## config.mk

```make
export PLATFORM = sky130hd
export DESIGN_NAME = udp_tx_scheduler
export DESIGN_NICKNAME = d
export VERILOG_FILES = /design/src/rtl/udp_pkg.sv /design/src/rtl/udp_tx_scheduler_rr_arbiter.sv /design/src/rtl/udp_tx_scheduler.sv
export SDC_FILE = /design/constraint.sdc
export NUM_CORES = 1
export LEC_CHECK = 0
export ABC_AREA = 1
export BUFFER_PORTS_ARGS = -buffer_cell sky130_fd_sc_hd__buf_2
export CAP_MARGIN = 40
export CORE_MARGIN = 2
export CORE_UTILIZATION = 50
export DETAILED_ROUTE_END_ITERATION = 16
export PLACE_DENSITY = 0.74
export SLEW_MARGIN = 40
export SYNTH_ARGS = -nofsm -noshare
export SYNTH_HDL_FRONTEND = slang
export SYNTH_SLANG_ARGS = --single-unit
export TNS_END_PERCENT = 1
```

## constraint.sdc

```tcl
create_clock -name clk -period 2.6 [get_ports clk]
set_input_delay 0.52 -clock clk [delete_from_list [all_inputs] [get_ports clk]]
set_output_delay 0.52 -clock clk [all_outputs]
set_load 0.005 [all_outputs]
```

## src/rtl/udp_pkg.sv

```systemverilog
// Shared definitions for the UDP transmit path: scheduler state encoding,
// timing defaults, counter widths and the frame constants used by the transmitter.
package udp_pkg;

    typedef logic [1:0] sched_state_t;

    localparam sched_state_t ST_IDLE = 2'd0;
    localparam sched_state_t ST_WAIT = 2'd1;
    localparam sched_state_t ST_GAP  = 2'd2;

    localparam int DEF_IFG_CYCLES     = 12;
    localparam int DEF_TIMEOUT_CYCLES = 4096;

    localparam int SENT_COUNT_W  = 32;
    localparam int ABORT_COUNT_W = 16;

    // The gap counter needs at least one bit even when no gap is configured.
    function automatic int gap_cnt_w(input int ifg);
        int w;
        w = $clog2(ifg + 1);
        return (w < 1) ? 1 : w;
    endfunction

    localparam logic [47:0] FRAME_SRC_MAC  = 48'h02_00_00_00_00_01;
    localparam logic [47:0] FRAME_DST_MAC  = 48'hFF_FF_FF_FF_FF_FF;
    localparam logic [31:0] FRAME_SRC_IP   = 32'hC0A8_0164;
    localparam logic [31:0] FRAME_DST_IP   = 32'hC0A8_01FF;
    localparam logic [15:0] FRAME_SRC_PORT = 16'd5000;
    localparam logic [15:0] FRAME_DST_PORT = 16'd5001;

endpackage

```

## src/rtl/udp_tx_scheduler_rr_arbiter.sv

```systemverilog
// Combinational round-robin pick: first set request bit searching upward
// from the slot after rr_last, wrapping modulo NUM_REQ.
module rr_arbiter
    import udp_pkg::*;
#(
    parameter int NUM_REQ = 4,
    parameter int IDX_W   = $clog2(NUM_REQ)
) (
    input  logic [NUM_REQ-1:0] req,
    input  logic [IDX_W-1:0]   rr_last,
    output logic [IDX_W-1:0]   winner,
    output logic               valid
);

    logic [IDX_W-1:0] idx;

    always_comb begin
        winner = '0;
        valid  = 1'b0;
        idx    = '0;
        for (int i = 1; i <= NUM_REQ; i++) begin
            idx = IDX_W'((int'(rr_last) + i) % NUM_REQ);
            if (!valid && req[idx]) begin
                valid  = 1'b1;
                winner = idx;
            end
        end
    end

endmodule

```

## src/rtl/udp_tx_scheduler.sv

```systemverilog
// Round-robin scheduler sharing one UDP/GMII transmitter between NUM_REQ sources.
// Handshake: send_packet is a one-cycle request; packet_sent is a one-cycle completion.
module udp_tx_scheduler
    import udp_pkg::*;
#(
    parameter int NUM_REQ        = 4,
    parameter int IFG_CYCLES     = DEF_IFG_CYCLES,
    parameter int TIMEOUT_CYCLES = DEF_TIMEOUT_CYCLES
) (
    input  logic                     clk,
    input  logic                     rst,
    input  logic                     enable,
    input  logic [NUM_REQ-1:0]       req,
    output logic [NUM_REQ-1:0]       grant,
    output logic [NUM_REQ-1:0]       done,
    output logic [NUM_REQ-1:0]       err,
    output logic                     send_packet,
    input  logic                     packet_sent,
    output logic                     busy,
    output logic                     timeout_flag,
    output logic [SENT_COUNT_W-1:0]  sent_count,
    output logic [ABORT_COUNT_W-1:0] abort_count,
    output sched_state_t             state
);

    localparam int IDX_W = $clog2(NUM_REQ);
    localparam int TMR_W = $clog2(TIMEOUT_CYCLES);
    localparam int GAP_W = gap_cnt_w(IFG_CYCLES);

    localparam logic [IDX_W-1:0] RR_RESET  = IDX_W'(NUM_REQ - 1);
    localparam logic [TMR_W-1:0] TMR_LAST  = TMR_W'(TIMEOUT_CYCLES - 1);
    localparam logic [GAP_W-1:0] GAP_LAST  = GAP_W'((IFG_CYCLES > 0) ? IFG_CYCLES - 1 : 0);
    localparam logic             GAP_USED  = (IFG_CYCLES > 0);
    // With no gap the done/err cycle is already an IDLE cycle.
    localparam sched_state_t     ST_AFTER  = (IFG_CYCLES > 0) ? ST_GAP : ST_IDLE;

    logic [IDX_W-1:0] rr_last;
    logic [TMR_W-1:0] timer;
    logic [GAP_W-1:0] gap_cnt;
    logic [IDX_W-1:0] winner;
    logic             arb_valid;

    rr_arbiter #(
        .NUM_REQ (NUM_REQ),
        .IDX_W   (IDX_W)
    ) u_arb (
        .req     (req),
        .rr_last (rr_last),
        .winner  (winner),
        .valid   (arb_valid)
    );

    always_ff @(posedge clk) begin
        if (rst) begin
            state        <= ST_IDLE;
            grant        <= '0;
            done         <= '0;
            err          <= '0;
            send_packet  <= 1'b0;
            busy         <= 1'b0;
            timeout_flag <= 1'b0;
            sent_count   <= '0;
            abort_count  <= '0;
            rr_last      <= RR_RESET;
            timer        <= '0;
            gap_cnt      <= '0;
        end else begin
            done        <= '0;
            err         <= '0;
            send_packet <= 1'b0;
            case (state)
                ST_IDLE: begin
                    if (enable && arb_valid) begin
                        grant       <= NUM_REQ'(1) << winner;
                        send_packet <= 1'b1;
                        rr_last     <= winner;
                        timer       <= '0;
                        busy        <= 1'b1;
                        state       <= ST_WAIT;
                    end
                end
                ST_WAIT: begin
                    timer <= timer + 1'b1;
                    // rr_last holds the owner for the whole frame.
                    if (packet_sent) begin
                        done[rr_last] <= 1'b1;
                        grant         <= '0;
                        sent_count    <= sent_count + 1'b1;
                        gap_cnt       <= '0;
                        busy          <= GAP_USED;
                        state         <= ST_AFTER;
                    end else if (timer == TMR_LAST) begin
                        err[rr_last]  <= 1'b1;
                        grant         <= '0;
                        timeout_flag  <= 1'b1;
                        if (abort_count != '1) begin
                            abort_count <= abort_count + 1'b1;
                        end
                        gap_cnt       <= '0;
                        busy          <= GAP_USED;
                        state         <= ST_AFTER;
                    end
                end
                ST_GAP: begin
                    if (gap_cnt == GAP_LAST) begin
                        busy  <= 1'b0;
                        state <= ST_IDLE;
                    end else begin
                        gap_cnt <= gap_cnt + 1'b1;
                    end
                end
                default: begin
                    grant <= '0;
                    busy  <= 1'b0;
                    state <= ST_IDLE;
                end
            endcase
        end
    end

endmodule

```

==> out/qor.yml, run 1 <==
status:
  status: "completed"
synth:
  ys_warn_count: 0
  ys_ff_latch: 83
  synth_nets: 668
  synth_ff_type: "dfxtp_1"
  ys_seq_area_share_pct: 38.01
  syn_inst: 652
  netlist_area_um2: 4372
  async_flop_share_pct: 0
  ys_types: 36
  syn_area_per_cell_um2: 6.705
  synth_edf_count: 0
global_route:
  use_met3_pct: 4.748
  grt_antenna_before_repair: 0
  grt_busiest_layer: "met2"
  grt_max_degree: 46
  grtUsageTotal_pct: 22.83
  grt_use_met2_pct: 38.41
  gr-total-overflow: 0
  grt_use_met1_pct: 29.27
  grt_pass1_wl_um: 18220
  grt_pass1_vias: 4059
cells_and_area:
  syn_to_final_growth_pct: 16.23
  antenna_cells: 0
  layout-drive-gt1-share_pct: 15.98
  final_nets: 744
  layout_commonest_cell: "nand2_1"
  fin_cells: 840
  mostFrequentLayoutCells: "nand2_1, dfxtp_1, inv_1"
sta:
  period_needed_ns: 2.157
  hold_viol: 0
  max_freq_ghz: 0.4636
  drv_slew: 0
  fin_tns_setup_ns: 0
  worst_slew_pin_slew_ns: 0.5056
  rsz0062_at_grt: "no"
  worst_hold_slack_ns: 0.4659
  setup_viol: 0
  fin_crit_sh_pct: 82.96
  relSlewSlack_pct: 66.30
  skew_ns: 0.005786
worst_setup_path:
  cp.arrival_ns: 2.43
  crit_path_start_kind: "flip-flop"
  path_class: "reg2reg"
  critical_path.cell_chain: "inv_1 > ha_1 > inv_1 > nand2_1 > nand2_1 > nor2_4 > nand3_2 > nand3_4 > nand2_2 > inv_2 > nand2_1 > a21oi_1"
  cp-startpoint: "rr_last[1]$_SDFFE_PP1P_"
  cp-endpoint: "timer[4]$_SDFFE_PP0P_"
  slowest_delay_ns: 0.48
  r2r_cells: 12
  worst_r2r_endpoint: "timer[4]$_SDFFE_PP0P_"
  crit_path_max_fanout: 8
  worstPathRequired_ns: 2.88
  slowest_stage: "dfxtp_1"
  rr_startpoint: "rr_last[1]$_SDFFE_PP1P_"
  rrSetupSlack_ns: 0.44
  path_common_cell: "nand2_1"
  worst_setup_path_end_kind: "flip-flop"
routing:
  routed_wl_um: 10710
  drc_errors: 0
  detail-route-antenna-nets: 0
  routedWlPerCell_um: 12.75
  firstDrtPassIters: 5
  viasPerCell: 5.268
  drt_iter0_drc: 224
  vias: 4425
clocking:
  cts.sinks: 83
  holdBufCountCts: 0
  cts_buffers: 9
  clockBufferDepth: 2
  clock_latency_ns: 0.35
  post_cts_buffers: 0
  clkTransAtPathRegs_ns: 0.08
  root_buffer: "clkbuf_8"
  cts_resized: 0
  htree_levels: 3
  cts_tree: "built"
floorplan:
  die_x_um: 97.51
  core-area_um2: 8593
  die-area_um2: 9507
  die_h_um: 97.51
  row_count: 34
  pin_count: 73
  initial_utilization_pct: 50.87
place:
  dp.cells: 825
  routabilityCongestion: 0.9324
  dp_hpwl_um: 7925
  io_buffers: 72
pwr:
  ir_drop_mv: 0.2663
  p_leak_nw: 2.169
  power_frac_seq_pct: 46.2
  switching_share_pct: 29.56
  comb_power_share_pct: 18.2
  powerDensity_nw_per_um2: 579.1
  switchingPower_w: 0.0008698
  intPower_w: 0.002073
  power.clock.fraction_pct: 35.5
run:
  maxCapViolations: 0
worst_hold_path:
  hp-start: "timeout_flag$_SDFFE_PP0P_"
  hold_class: "reg2reg"
kinds of logic (layout without fill, tap and decap cells):
| family | count (synthesis) | count (layout) | synth area share, % |
|---|---|---|---|
| AO/OA/AOI/OAI | 94 | 94 | 11.51 |
| flip-flops | 83 | 83 | 38.01 |
| AND/OR/NAND/NOR | 352 | 352 | 36.38 |
| adder cells (fa/ha/maj) | 8 | 8 | 2.290 |
| buffers and inverters | 98 | 178 | 8.414 |
| XOR/XNOR | 17 | 17 | 3.406 |
synth_stat cells (2+ instances only):
cell	number	area, um^2
xor2_1	10	87.58
nor2_2	4	25.02
inv_1	81	304.0
nor4_1	3	18.77
nor2_1	63	236.5
clkbuf_1	11	41.29
a21oi_1	55	275.3
nor3_1	29	145.1
nand3_1	47	235.2
a211oi_1	3	22.52
nand2_2	3	18.77
nand3_2	3	30.03
o21ai_0	25	125.1
inv_2	6	22.52
xnor2_1	7	61.31
nor2_4	4	45.04
nand4_1	14	87.58
ha_1	8	100.1
dfxtp_1	83	1662
a31oi_1	4	25.02
nor3b_1	2	15.01
nand2_1	173	649.4
final cells by class:
type / count / area, um^2
timing repair buffer: 76 / 390.4
clock buffer: 11 / 151.4
multi-input combinational: 471 / 2342
clock inverter: 4 / 73.82
sequential: 83 / 1662
inverter: 87 / 326.6
tap: 108 / 135.1
fill: 842 / 3512
per-layer routing:
metal / routed length (um) / up-vias
li1: - / 2274
met1: 4929 / 2007
met2: 5042 / 127
met3: 579 / 17
met4: 159 / 0
met5: 0 / -
registers in the layout (all words and copies together) (netlist names):
register	count
sent_count	32
abort_count	16
timer	12
done	4
err	4
gap_cnt	4
grant	4
rr_last	2
state	2
busy	1
send_packet	1
timeout_flag	1
worst min-delay path by stage:
stage               cells after the start  slack [ns]                   endpoint
global route                            2        0.49      grant[0]$_SDFFE_PP0P_
finish                                  2        0.47  timeout_flag$_SDFFE_PP0P_
detailed placement                      2        0.45  timeout_flag$_SDFFE_PP0P_
CTS                                     2        0.47  timeout_flag$_SDFFE_PP0P_
floorplan                               2        0.44      timer[4]$_SDFFE_PP0P_
global placement                        2        0.43  timeout_flag$_SDFFE_PP0P_
worst max-delay path, delay by kind of cell, from the launching register on:
kind | cells | cell delay, ns
flops | 1 | 0.48
compound gates | 1 | 0.12
simple gates | 7 | 0.70
buf+inv | 3 | 0.40
fa+ha+maj | 1 | 0.37
power groups by stage:
| stage | logic (W) | registers, W | clock network, W |
|---|---|---|---|
| after floorplan | 0.000399 | 0.00138 | 0 |
| after global placement | 0.000517 | 0.00139 | 0 |
| after detailed placement | 0.000531 | 0.00139 | 0 |
| after CTS | 0.000534 | 0.00136 | 0.00107 |
| after global routing | 0.000613 | 0.00137 | 0.00112 |
| final | 0.000537 | 0.00136 | 0.00105 |
through the flow:
step	instance area, um^2	utilization, %	total power, W	worst slack, ns
floorplan	4372	-	0.001784	0.7866
global placement	4856	56.51	0.001903	0.6028
detailed placement	4856	56.51	0.001921	0.4856
CTS	5081	59.13	0.002969	0.4437
global route	5081	59.13	0.003103	0.1871
finish	5081	59.13	0.002943	0.4432
Power figures use the tool's default switching activity.
==> run 2: changes to the inputs <==
- ABC_AREA: 1 -> 0
- PLACE_DENSITY: 0.74 -> 0.75
- clock period: 2.6 -> 2.2 ns (I/O delays scaled with it)
==> run 2 against run 1 <==
  * Via count decreased by 15%
  * Clock power increased by 36%
  * Sequential power increased by 13%
  * Register-to-register slack got worse by 0.36 ns
  * Setup slack got worse by 0.36 ns
  * Critical path type unchanged
==> out/qor.yml, run 2 <==
pwr:
  power_frac_seq_pct: 47.4  # +1.2 points
  power.clock.fraction_pct: 44.1  # +8.6 points
  switching_share_pct: 22.79  # -6.8 points
  p_leak_nw: 1.957  # -9.8%
  switchingPower_w: 0.0007375  # -15%
  total_power_w: 0.003236  # +10%
  intPower_w: 0.002498  # +21%
  comb_power_share_pct: 8.4  # -9.8 points
  powerDensity_nw_per_um2: 661.8  # +14%
  ir_drop_mv: 0.2979  # +12%
routing:
  detail-route-antenna-nets: 0  # unchanged
  firstDrtPassIters: 4  # -1
  drc_errors: 0  # unchanged
  viasPerCell: 5.608  # +6.5%
  routedWlPerCell_um: 14.05  # +10%
  routed_wl_um: 9400  # -12%
  vias: 3752  # -15%
  drt_iter0_drc: 183  # -18%
global_route:
  grt_antenna_before_repair: 0  # unchanged
  grt_use_met2_pct: 35.79  # -2.6 points
  gr-total-overflow: 0  # unchanged
  grt_pass1_wl_um: 15720  # -14%
  grt_busiest_layer: "met2"
  grt_use_met1_pct: 28.89  # -0.38 points
  use_met3_pct: 6.205  # +1.5 points
  grtUsageTotal_pct: 22.04  # -0.79 points
  grt_pass1_vias: 3375  # -17%
  grt_max_degree: 33  # -28%
worst_setup_path:
  path_class: "reg2reg"
  r2r_cells: 7  # -5
  worst_r2r_endpoint: "abort_count[1]$_SDFFE_PP0P_"
  worstPathRequired_ns: 2.45  # -0.43 ns
  crit_path_max_fanout: 10  # +2
  worst_setup_path_end_kind: "flip-flop"
  cp.arrival_ns: 2.38  # -0.05 ns
  crit_path_start_kind: "flip-flop"
  rr_startpoint: "abort_count[1]$_SDFFE_PP0P_"
  rrSetupSlack_ns: 0.08  # -0.36 ns
clocking:
  cts.sinks: 83  # unchanged
  post_cts_buffers: 0  # unchanged
  cts_buffers: 9  # unchanged
  cts_tree: "built"
  clockBufferDepth: 2  # unchanged
  clock_latency_ns: 0.36  # about the same
  clkTransAtPathRegs_ns: 0.09  # about the same
  root_buffer: "clkbuf_8"
  htree_levels: 3  # unchanged
sta:
  worst_slew_pin_slew_ns: 0.6977  # +0.1922 ns
  period_needed_ns: 2.121  # -0.03537 ns
  drv_slew: 0  # unchanged
  max_freq_ghz: 0.4714  # +1.7%
  skew_ns: 0.009161  # +0.003374 ns
  setup_ws_ns: 0.07854  # -0.3646 ns
  fin_tns_setup_ns: 0  # unchanged
  fin_crit_sh_pct: 96.43  # +13 points
  hold_viol: 0  # unchanged
  relSlewSlack_pct: 53.49  # -13 points
  setup_viol: 0  # unchanged
place:
  dp_hpwl_um: 6496  # -18%
  io_buffers: 72  # unchanged
  routabilityCongestion: 0.8905  # -4.5%
  post-place-ws_ns: -0.08062  # -0.5662 ns
  placed_cell_area_um2: 4608  # -5.1%
synth:
  synth_ff_type: "dfxtp_1"
  synth_most_common_cell: "dfxtp_1"
  synthTopCellsByCount: "dfxtp_1, nor2_1, a21oi_1, nand3_1, xnor2_1"
  synth.largest_area_cell: "dfxtp_1"
  async_flop_share_pct: 0  # unchanged
  yosysTopAreaCellShare_pct: 41.53  # +3.5 points
  ys_warn_count: 0  # unchanged
  synthTopCellsByArea: "dfxtp_1, nor2_1, xnor2_1"
  synth_edf_count: 0  # unchanged
  ys_ff_latch: 83  # unchanged
  syn_inst: 471  # -28%
  syn_area_per_cell_um2: 8.495  # +27%
  netlist_area_um2: 4001  # -8.5%
  ys_types: 56  # +56%
  ys_seq_area_share_pct: 41.53  # +3.5 points
  synth_nets: 487  # -27%
cells_and_area:
  largest_reg_flops: 32  # unchanged
  mostFrequentLayoutCells: "dfxtp_1, buf_2, nor2_1"
  syn_to_final_growth_pct: 22.20
  fin_area_um2: 4890  # -3.8%
  antenna_cells: 0  # unchanged
  layout-drive-gt1-share_pct: 23.99  # +8.0 points
  reg_top3: "sent_count (32), abort_count (16), timer (12)"
  final_nets: 579  # -22%
  layout_commonest_cell: "dfxtp_1"
  regMostFlops: "sent_count"
floorplan:
  pin_count: 73  # unchanged
  die-area_um2: 8734  # -8.1%
  core-area_um2: 7727  # -10%
  die_x_um: 93.46  # -4.2%
  die_h_um: 93.46  # -4.2%
  row_count: 32  # -5.9%
  initial_utilization_pct: 51.78  # +0.91 points
worst_hold_path:
  whs_endpoint: "sent_count[1]$_SDFFE_PP0P_"
  hold_class: "in2reg"
  hp-start: "packet_sent"
  hold_depth: 3  # +1
status:
  status: "completed"
run:
  maxCapViolations: 0  # unchanged
==> run 2: metrics by stage <==
step / instances / utilization [%] / hold WS (ns)
6_report: 669 / 63.28 / 0.4034
2_1_floorplan: 471 / - / 0.4416
3_5_place_dp: 653 / 59.63 / 0.4524
3_3_place_gp: 653 / 59.63 / 0.4453
5_1_grt: 669 / 63.28 / 0.3992
4_1_cts: 668 / 63.03 / 0.3901
==> run 2: kinds of logic after synthesis <==
family,synth area share [%]
AOI/OAI and AO/OA,13.60
xor gates and xnor gates,7.223
adders and majority gates,2.502
buffers and inverters,4.816
DFF,41.53
muxes,1.845
and+or+nand+nor,28.49
==> run 2: layout make-up <==
type / count / area (um^2)
inverter: 15 / 56.30
fill: 655 / 2838
clock inverter: 6 / 137.6
timing repair buffer: 106 / 615.6
clock buffer: 9 / 123.9
sequential: 83 / 1662
tap: 102 / 127.6
multi-input combinational: 348 / 2167
==> run 2: per-layer routing <==
layer  routed length [um]  vias to the layer above
met5                    0                        -
met4                  105                        0
met3                  540                       12
met2                 4409                      100
met1                 4345                     1761
li1                     -                     1879
==> run 2: critical path, cell delays in order (launching register included) <==
cell,delay [ns]
dfxtp_1,0.36
ha_1,0.20
nand2_1,0.09
nor4_1,0.52
a311o_2,0.41
buf_4,0.18
mux2i_1,0.19
nor2_1,0.06
==> run 2: repair_timing <==
| action | CTS | global route |
|---|---|---|
| hold buffers | 0 | 0 |
| gates resized for setup | 1 | 2 |
| gates cloned | 0 | 1 |
| pin swaps | 0 | 1 |
| endpoints found under the setup margin | 7 | 6 |
| endpoints found under the hold margin | 0 | 0 |
==> run 2: worst max path at each step <==
| stage | cells past startpoint | slack [ns] | from | end |
|---|---|---|---|---|
| after floorplan | 6 | 0.12 | timer[0]$_SDFFE_PP0P_ | abort_count[11]$_SDFFE_PP0P_ |
| final | 7 | 0.08 | abort_count[1]$_SDFFE_PP0P_ | abort_count[1]$_SDFFE_PP0P_ |
| after global placement | 6 | 0.007 | timer[0]$_SDFFE_PP0P_ | abort_count[11]$_SDFFE_PP0P_ |
| after detailed placement | 7 | -0.08 | abort_count[1]$_SDFFE_PP0P_ | abort_count[1]$_SDFFE_PP0P_ |
| after global routing | 7 | -0.04 | abort_count[1]$_SDFFE_PP0P_ | abort_count[1]$_SDFFE_PP0P_ |
| after CTS | 6 | 0.01 | timer[0]$_SDFFE_PP0P_ | abort_count[11]$_SDFFE_PP0P_ |
==> run 2: power groups by stage <==
stage | Clock [W] | Combinational [W] | Sequential, W
final | 0.00143 | 0.000272 | 0.00154
after global routing | 0.00153 | 0.000307 | 0.00154
after CTS | 0.00145 | 0.000272 | 0.00154
after detailed placement | 0 | 0.000271 | 0.00157
after global placement | 0 | 0.000263 | 0.00157
after floorplan | 0 | 0.000175 | 0.00158
